**src/rtl/mux_scan_ctrl.sv**
```systemverilog
// Scans enabled 4:1 mux channels (SETTLE+2 cycles each), packs y samples into a frame held until frame_ready.
// Optional frame_parity output when MUX_SCAN_PARITY_EN is defined; start is ignored while busy.
module mux_scan_ctrl #(
  parameter int DATA_W = 1,
  parameter int SETTLE = 1
) (
  input  logic                clk,
  input  logic                rst_n,
  input  logic                start,
  input  logic [3:0]          ch_mask,
  output logic                s1,
  output logic                s2,
  input  logic [DATA_W-1:0]   y,
  output logic [4*DATA_W-1:0] frame_data,
  output logic [3:0]          frame_mask,
  output logic                frame_valid,
  input  logic                frame_ready,
  output logic                busy,
  output logic                done
`ifdef MUX_SCAN_PARITY_EN
  ,
  output logic                frame_parity
`endif
);

  typedef enum logic [2:0] {
    ST_IDLE,
    ST_SELECT,
    ST_SETTLE,
    ST_SAMPLE,
    ST_EMIT
  } state_t;

  localparam logic [3:0] SETTLE_CNT = 4'(SETTLE);

  state_t state, state_nxt;
  logic [1:0] cur_ch;
  logic [3:0] settle_cnt;
  logic [2:0] first_ch;
  logic [2:0] next_ch;
  logic [4*DATA_W-1:0] frame_data_nxt;

  // Returns {found, index} of the lowest set mask bit at or above 'from'.
  function automatic logic [2:0] first_from(input logic [3:0] m, input int from);
    logic [2:0] r;
    r = 3'b000;
    for (int i = 3; i >= 0; i--) begin
      if (m[i] && (i >= from)) r = {1'b1, i[1:0]};
    end
    return r;
  endfunction

  assign first_ch = first_from(ch_mask, 0);
  assign next_ch  = first_from(frame_mask, int'(cur_ch) + 1);

  always_comb begin
    frame_data_nxt = frame_data;
    frame_data_nxt[int'(cur_ch)*DATA_W +: DATA_W] = y;
  end

  assign busy        = (state != ST_IDLE);
  assign frame_valid = (state == ST_EMIT);
  assign done        = (state == ST_EMIT) && frame_ready;

  always_ff @(posedge clk or negedge rst_n) begin
    if (!rst_n) state <= ST_IDLE;
    else        state <= state_nxt;
  end

  always_comb begin
    state_nxt = state;
    case (state)
      ST_IDLE:   if (start && (ch_mask != 4'd0)) state_nxt = ST_SELECT;
      ST_SELECT: state_nxt = (SETTLE_CNT == 4'd0) ? ST_SAMPLE : ST_SETTLE;
      ST_SETTLE: if (settle_cnt <= 4'd1) state_nxt = ST_SAMPLE;
      ST_SAMPLE: state_nxt = next_ch[2] ? ST_SELECT : ST_EMIT;
      ST_EMIT:   if (frame_ready) state_nxt = ST_IDLE;
      default:   state_nxt = ST_IDLE;
    endcase
  end

  always_ff @(posedge clk or negedge rst_n) begin
    if (!rst_n) begin
      s1           <= 1'b0;
      s2           <= 1'b0;
      cur_ch       <= 2'd0;
      settle_cnt   <= 4'd0;
      frame_data   <= '0;
      frame_mask   <= 4'd0;
`ifdef MUX_SCAN_PARITY_EN
      frame_parity <= 1'b0;
`endif
    end else begin
      case (state)
        ST_IDLE: begin
          if (start && (ch_mask != 4'd0)) begin
            frame_mask   <= ch_mask;
            frame_data   <= '0;
            cur_ch       <= first_ch[1:0];
`ifdef MUX_SCAN_PARITY_EN
            frame_parity <= 1'b0;
`endif
          end
        end
        ST_SELECT: begin
          {s1, s2}   <= cur_ch;
          settle_cnt <= SETTLE_CNT;
        end
        ST_SETTLE: settle_cnt <= settle_cnt - 4'd1;
        ST_SAMPLE: begin
          frame_data   <= frame_data_nxt;
`ifdef MUX_SCAN_PARITY_EN
          frame_parity <= ^frame_data_nxt;
`endif
          if (next_ch[2]) cur_ch <= next_ch[1:0];
        end
        default: ;
      endcase
    end
  end

endmodule

```
**config.mk**
```make
export PLATFORM = sky130hd
export DESIGN_NAME = mux_scan_ctrl
export DESIGN_NICKNAME = d
export VERILOG_FILES = /design/src/rtl/mux_scan_ctrl.sv
export SDC_FILE = /design/constraint.sdc
export NUM_CORES = 1
export LEC_CHECK = 0
export CAP_MARGIN = 20
export CORE_ASPECT_RATIO = 0.6
export CORE_MARGIN = 1.5
export CORE_UTILIZATION = 40
export DETAILED_ROUTE_END_ITERATION = 8
export GPL_ROUTABILITY_DRIVEN = 0
export GPL_TIMING_DRIVEN = 0
export HOLD_SLACK_MARGIN = 0.03
export PLACE_DENSITY_LB_ADDON = 0.12
export SLEW_MARGIN = 25
export SYNTH_ARGS = -nofsm -noshare
export SYNTH_HDL_FRONTEND = slang
export SYNTH_SLANG_ARGS = --single-unit
```
**constraint.sdc**
```tcl
create_clock -name clk -period 1.9 [get_ports clk]
set_input_delay 0.285 -clock clk [delete_from_list [all_inputs] [get_ports clk]]
set_output_delay 0.285 -clock clk [all_outputs]
set_load 0.02 [all_outputs]
```
==> results of run 1 <==
==> metal layers <==
layer / track usage / vias up / share of wire
met2: 0.231 / 22 / 0.39
met5: 0 / - / 0
met3: 0.0558 / 2 / 0.046
met4: 0.0333 / 0 / 0.0035
met1: 0.274 / 462 / 0.56
li1: - / 486 / -
==> what timing repair did <==
action | 4_1_cts | 5_1_grt
setup endpoints to repair | 5 | 3
setup buffers | 0 | 2
gates resized for setup | 8 | 3
==> registers in the layout, indices dropped and copies added, names as in the netlist <==
register    count
frame_data      4
frame_mask      4
s2              1
settle_cnt      4
cur_ch          2
s1              1
state           3
==> layout make-up <==
type	count	area, sq um	share of cell area
multi-input combinational	87	673	0.440
clock buffer	3	41.3	0.0270
clock inverter	1	5.00	0.00327
tap	42	52.6	0.0344
timing repair buffer	23	219	0.143
sequential	19	477	0.312
buffer	5	35.0	0.0229
inverter	7	26.3	0.0172
==> cells in the mapped netlist, drive strengths merged <==
cell	count
a22oi	1
o21ai	14
a21oi	9
a221oi	1
mux2	6
mux2i	1
nor2b	1
clkbuf	2
a32oi	1
and3b	1
or4b	1
nor4	1
nand3b	3
nand2	8
o41ai	1
nand2b	3
nor2	5
nand4b	1
o21bai	1
inv	7
xnor2	1
o22ai	2
o22a	1
ha	9
dfrtp	19
a21boi	1
nor3b	2
o32a	1
buf	3
or3	1
nand3	2
and2	1
nor4b	1
o2111ai	1
nor3	5
==> logic make-up (layout without fill, tap and decap cells) <==
logic type / after synthesis / count (layout) / synth area share
DFF: 19 / 19 / 0.398
buffers and inverters: 12 / 39 / 0.0513
and+or+nand+nor: 36 / 36 / 0.186
adders and majority gates: 9 / 9 / 0.0942
AOI/OAI and AO/OA: 34 / 34 / 0.198
muxes: 7 / 7 / 0.0649
xor gates and xnor gates: 1 / 1 / 0.00733
==> worst max-delay path by stage <==
stage	startpoint	end	slack (ns)	cells past startpoint
2_1_floorplan	state[1]	done	0.13	3
3_3_place_gp	cur_ch[0]	cur_ch[0]	-0.09	6
3_5_place_dp	cur_ch[0]	cur_ch[0]	-0.12	6
4_1_cts	state[0]	busy	0.03	4
5_1_grt	state[1]	done	0.01	4
6_report	state[1]	done	0.10	4
==> stage by stage <==
| stage | instance area (sq um) | hold WS, ns | utilization | setup TNS (ns) |
|---|---|---|---|---|
| 2_1_floorplan | 1190 | -0.0106 | - | 0 |
| 3_3_place_gp | 1460 | 0.497 | 0.511 | -0.227 |
| 3_5_place_dp | 1460 | 0.497 | 0.511 | -0.334 |
| 4_1_cts | 1510 | 0.523 | 0.531 | 0 |
| 5_1_grt | 1530 | 0.543 | 0.536 | 0 |
| 6_report | 1530 | 0.514 | 0.536 | 0 |
==> power by group <==
group          leakage, nW  internal [mW]  switching [mW]
Clock               0.0255          0.146           0.143
Combinational        0.379          0.679           0.794
Sequential           0.237          0.574           0.155
Total                0.641           1.40            1.09
==> impl_metrics.py, run 1 <==
metrics = {
    "setup_path": {
        "r2r.worst_path.cells": 6,
        "critical_path.cell_chain": "buf_2 > nor3b_2 > and2_1 > clkdlybuf4s15_1",
        "critPathMaxStageDelay_ns": 0.40,
        "critical-path-slowest-cell": "dfrtp_1",
        "crit_fanout": 10,
        "cp.arrival_ns": 1.51,
        "critPathTopFamily": "buffers and inverters",
        "timing.reg2reg.setup_slack_ns": 0.18,
        "endpoint_kind": "output port",
        "launching_point_of_the_worst_reg2reg_path": "cur_ch[1]",
        "critical_path.n_buffers_inverters": 2,
        "worst_r2r_endpoint": "cur_ch[0]",
        "startpoint_type": "flop",
        "required_ns": 1.62,
        "critical_path_class": "flop to output port",
    },
    "floorplan": {
        "die_width_microns": 73.6,
        "std_cell_rows": 15,
        "floorplan.initialDensity": 0.419,
        "io-pin-count": 22,
        "design.core.area_sq_mm": 0.00285,
        "design.die.area_sq_mm": 0.00333,
        "fp.dieH_microns": 45.3,
    },
    "run_status": {
        "run_status": "complete, no violations",
    },
    "placement": {
        "port_buffers": 21,
        "placedCellCount": 181,
        "place_worst_setup_slack_ns": -0.121,
        "detailed_placer_s_ending_hpwl_mm": 1.92,
    },
    "grt": {
        "grt_overflow": 0,
        "grt_antenna_before_repair": 0,
        "grt_max_degree": 20,
        "grt_first_pass_wirelength_mm": 4.26,
        "grt_util_all_layers": 0.174,
        "first_global_vias": 872,
    },
    "sta": {
        "worst-slew-pin-transition_ns": 0.877,
        "slew_margin_rel": 0.414,
        "clock_skew_ns": 0.00636,
        "fmaxAchievable_ghz": 0.556,
        "layout_worst_path_cycle_share": 0.946,
        "hold_violations": 0,
        "grt_setup_unrepaired": "false",
        "final-max-slew-violation-count": 0,
        "minimum_clock_period_ns": 1.80,
        "finalSetupViolCount": 0,
        "final_critical_path_setup_slack_ns": 0.103,
    },
    "logic_synthesis": {
        "post_synth_inst_count": 118,
        "yosys_warnings": 0,
        "synth_top_area_share": 0.398,
        "avgSynthCellArea_sq_um": 10.1,
        "seq_area_frac_synth": 0.398,
        "synth_nets": 136,
        "ys_top_cells_by_area": "dfrtp_1 40%, ha_1 9.4%, o21ai_0 5.0%",
        "synth_top_area_cell": "dfrtp_1",
        "postSynthRegisterBits": 19,
        "syn-cell-area_sq_mm": 0.00119,
        "synth.distinct_cells": 39,
    },
    "clock_network": {
        "cts_tree": "done",
        "root_buffer": "clkbuf_8",
        "h-tree-depth": 1,
        "cts_num_sinks": 19,
        "ctsHoldBuffers": 0,
        "worst_case_clock_buffer_depth": 2,
        "clk_transition_reported_paths_ns": 0.08,
        "cts_buffers": 3,
        "clock_latency_ns": 0.26,
    },
    "cells_and_area": {
        "layout-drive-gt1-share": 0.152,
        "final-instance-count-excl-fill": 187,
        "areaGrowthSynthToFinish_pct": 28.0,
        "commonest_cells_after_routing_fill_and_taps_aside": "18 x dfrtp_1, 18 x clkdlybuf4s50_1, 11 x o21ai_0",
        "fillers": 280,
        "final_nets": 164,
        "antenna_cells": 0,
    },
    "route": {
        "wl_mm": 2.61,
        "routed-via-count": 972,
        "drt-wirelength-per-cell_microns": 13.9,
        "drt_iter0_drc": 18,
        "first_pass_iters": 4,
        "drtAntennaViolNets": 0,
        "viasPerCell": 5.20,
        "detail_route.drc_violations": 0,
    },
    "power_and_ir_drop": {
        "p_leak_nw": 0.641,
        "worst_ir_drop_vdd_uv": 725,
        "pwr_per_cell_area_mw_per_mm2": 1630,
        "fin_total_pwr_mw": 2.49,
    },
    "job": {
        "timing.max_cap.violations": 0,
    },
    "hold_path": {
        "hp-class": "primary input to async pin",
    },
}
(Power assumes the default switching activity.)
==> inputs of run 2 (changes only) <==
- clock period: 1.9 -> 1.8 ns (I/O delays scaled with it)
==> run 2 against run 1 <==
Sequential power grew 2.7%. Die area is the same. Cell area grew 0.16%. Via count grew 0.93%. Wire length grew 1.4%. Clock-buffer cell count is the same. Core utilization grew 0.088 points. Total power grew 6.5%. Combinational power grew 9%. Register-to-register slack lost 0.08 ns. Flip-flop and latch count is the same. Critical path type unchanged. Largest power group unchanged.
==> impl_metrics.py, run 2 (synthesis gave the netlist of run 1 again) <==
metrics = {
    "run_status": {
        "run_status": "complete, no violations",
    },
    "sta": {
        "slew_margin_rel": 0.421,
        "final-max-slew-violation-count": 0,
        "hold_violations": 0,
        "minimum_clock_period_ns": 1.72,
        "finalSetupViolCount": 0,
        "clock_skew_ns": 0.00772,
        "final_critical_path_setup_slack_ns": 0.0791,
        "worst-slew-pin-transition_ns": 0.866,
        "layout_worst_path_cycle_share": 0.956,
        "grt_setup_unrepaired": "true",
        "fmaxAchievable_ghz": 0.581,
    },
    "power_and_ir_drop": {
        "pwr_per_cell_area_mw_per_mm2": 1730,
        "fin_total_pwr_mw": 2.65,
        "p_leak_nw": 0.646,
        "worst_ir_drop_vdd_uv": 742,
    },
    "setup_path": {
        "timing.reg2reg.setup_slack_ns": 0.10,
        "launching_point_of_the_worst_reg2reg_path": "cur_ch[1]",
        "required_ns": 1.53,
        "endpoint_kind": "output port",
        "cp.arrival_ns": 1.45,
        "crit_fanout": 8,
        "worst_r2r_endpoint": "cur_ch[0]",
        "startpoint_type": "flop",
        "critical_path_class": "flop to output port",
        "r2r.worst_path.cells": 6,
    },
    "route": {
        "routed-via-count": 981,
        "drt-wirelength-per-cell_microns": 14.1,
        "detail_route.drc_violations": 0,
        "wl_mm": 2.64,
        "first_pass_iters": 4,
        "drt_iter0_drc": 20,
        "drtAntennaViolNets": 0,
        "viasPerCell": 5.22,
    },
    "clock_network": {
        "h-tree-depth": 1,
        "clk_transition_reported_paths_ns": 0.08,
        "clock_latency_ns": 0.26,
        "cts_tree": "done",
        "worst_case_clock_buffer_depth": 2,
        "root_buffer": "clkbuf_8",
        "ctsHoldBuffers": 0,
        "cts_buffers": 3,
        "cts_num_sinks": 19,
    },
    "cells_and_area": {
        "layout-drive-gt1-share": 0.164,
        "final_nets": 165,
        "reg_top3": "frame_data x4, frame_mask x4, settle_cnt x4",
        "commonest_cells_after_routing_fill_and_taps_aside": "18 x dfrtp_1, 18 x clkdlybuf4s50_1, 11 x o21ai_0",
        "areaGrowthSynthToFinish_pct": 28.2,
        "finalInstanceArea_sq_mm": 0.00153,
        "antenna_cells": 0,
    },
    "floorplan": {
        "die_width_microns": 73.6,
        "std_cell_rows": 15,
        "design.core.area_sq_mm": 0.00285,
        "design.die.area_sq_mm": 0.00333,
        "fp.dieH_microns": 45.3,
        "floorplan.initialDensity": 0.419,
        "io-pin-count": 22,
    },
    "grt": {
        "grt_overflow": 0,
        "grt_max_degree": 20,
        "grt_first_pass_wirelength_mm": 4.37,
        "grt_util_all_layers": 0.179,
        "first_global_vias": 892,
        "grt_antenna_before_repair": 0,
    },
    "placement": {
        "detailed_placer_s_ending_hpwl_mm": 1.92,
        "place_worst_setup_slack_ns": -0.221,
        "port_buffers": 21,
        "place_area_sq_mm": 0.00146,
    },
    "job": {
        "timing.max_cap.violations": 0,
    },
    "hold_path": {
        "hp-class": "primary input to async pin",
    },
}
## run 2: worst max-delay path by stage
stage / cells past startpoint / from / to
global route: 6 / cur_ch[1] / cur_ch[0]
CTS: 4 / state[1] / done
floorplan: 3 / state[1] / done
finish: 4 / state[0] / busy
detailed placement: 6 / cur_ch[0] / cur_ch[0]
global placement: 6 / cur_ch[0] / cur_ch[0]
## run 2: worst max-delay path, cell delays in order, from the launching register on
cell and delay, ns:
dfrtp_1 0.38, buf_6 0.14, or3_4 0.38, buf_6 0.14
buf_2 0.15
## run 2: layout make-up
class	instances	area, sq um
Buffer	5	35.0
Fill cell	277	1320
Clock inverter	1	5.00
Timing Repair Buffer	24	221
Sequential cell	19	477
Inverter	7	26.3
Multi-Input combinational cell	87	673
Clock buffer	3	41.3
Tap cell	42	52.6
## run 2: timing repair
action | CTS | global route
gates resized for setup | 11 | 2
endpoints found under the hold margin | 0 | 0
endpoints found under the setup margin | 7 | 2
buffers inserted | 2 | 1
## run 2: where the power goes
| group | total (mW) | switching [mW] | internal, mW | leakage, nW |
|---|---|---|---|---|
| logic | 1.60 | 0.865 | 0.730 | 0.383 |
| registers | 0.750 | 0.145 | 0.606 | 0.237 |
| clock network | 0.305 | 0.151 | 0.154 | 0.0255 |
## run 2: per-layer routing
layer	share of wire	track usage	wire length, microns	up-vias
met5	0	0	0	-
met4	0.0038	0.0333	10	0
met3	0.052	0.0558	137	2
met2	0.38	0.243	1010	26
met1	0.56	0.278	1480	467
li1	-	-	-	486
## run 2: per-stage QoR
step | hold WS (ns) | std cells | utilization | TNS (ns)
2_1_floorplan | -0.0256 | 118 | - | 0
3_5_place_dp | 0.497 | 181 | 0.511 | -1.01
5_1_grt | 0.543 | 188 | 0.537 | -0.00816
6_report | 0.494 | 188 | 0.537 | 0
4_1_cts | 0.523 | 187 | 0.535 | 0
3_3_place_gp | 0.497 | 181 | 0.511 | -0.876
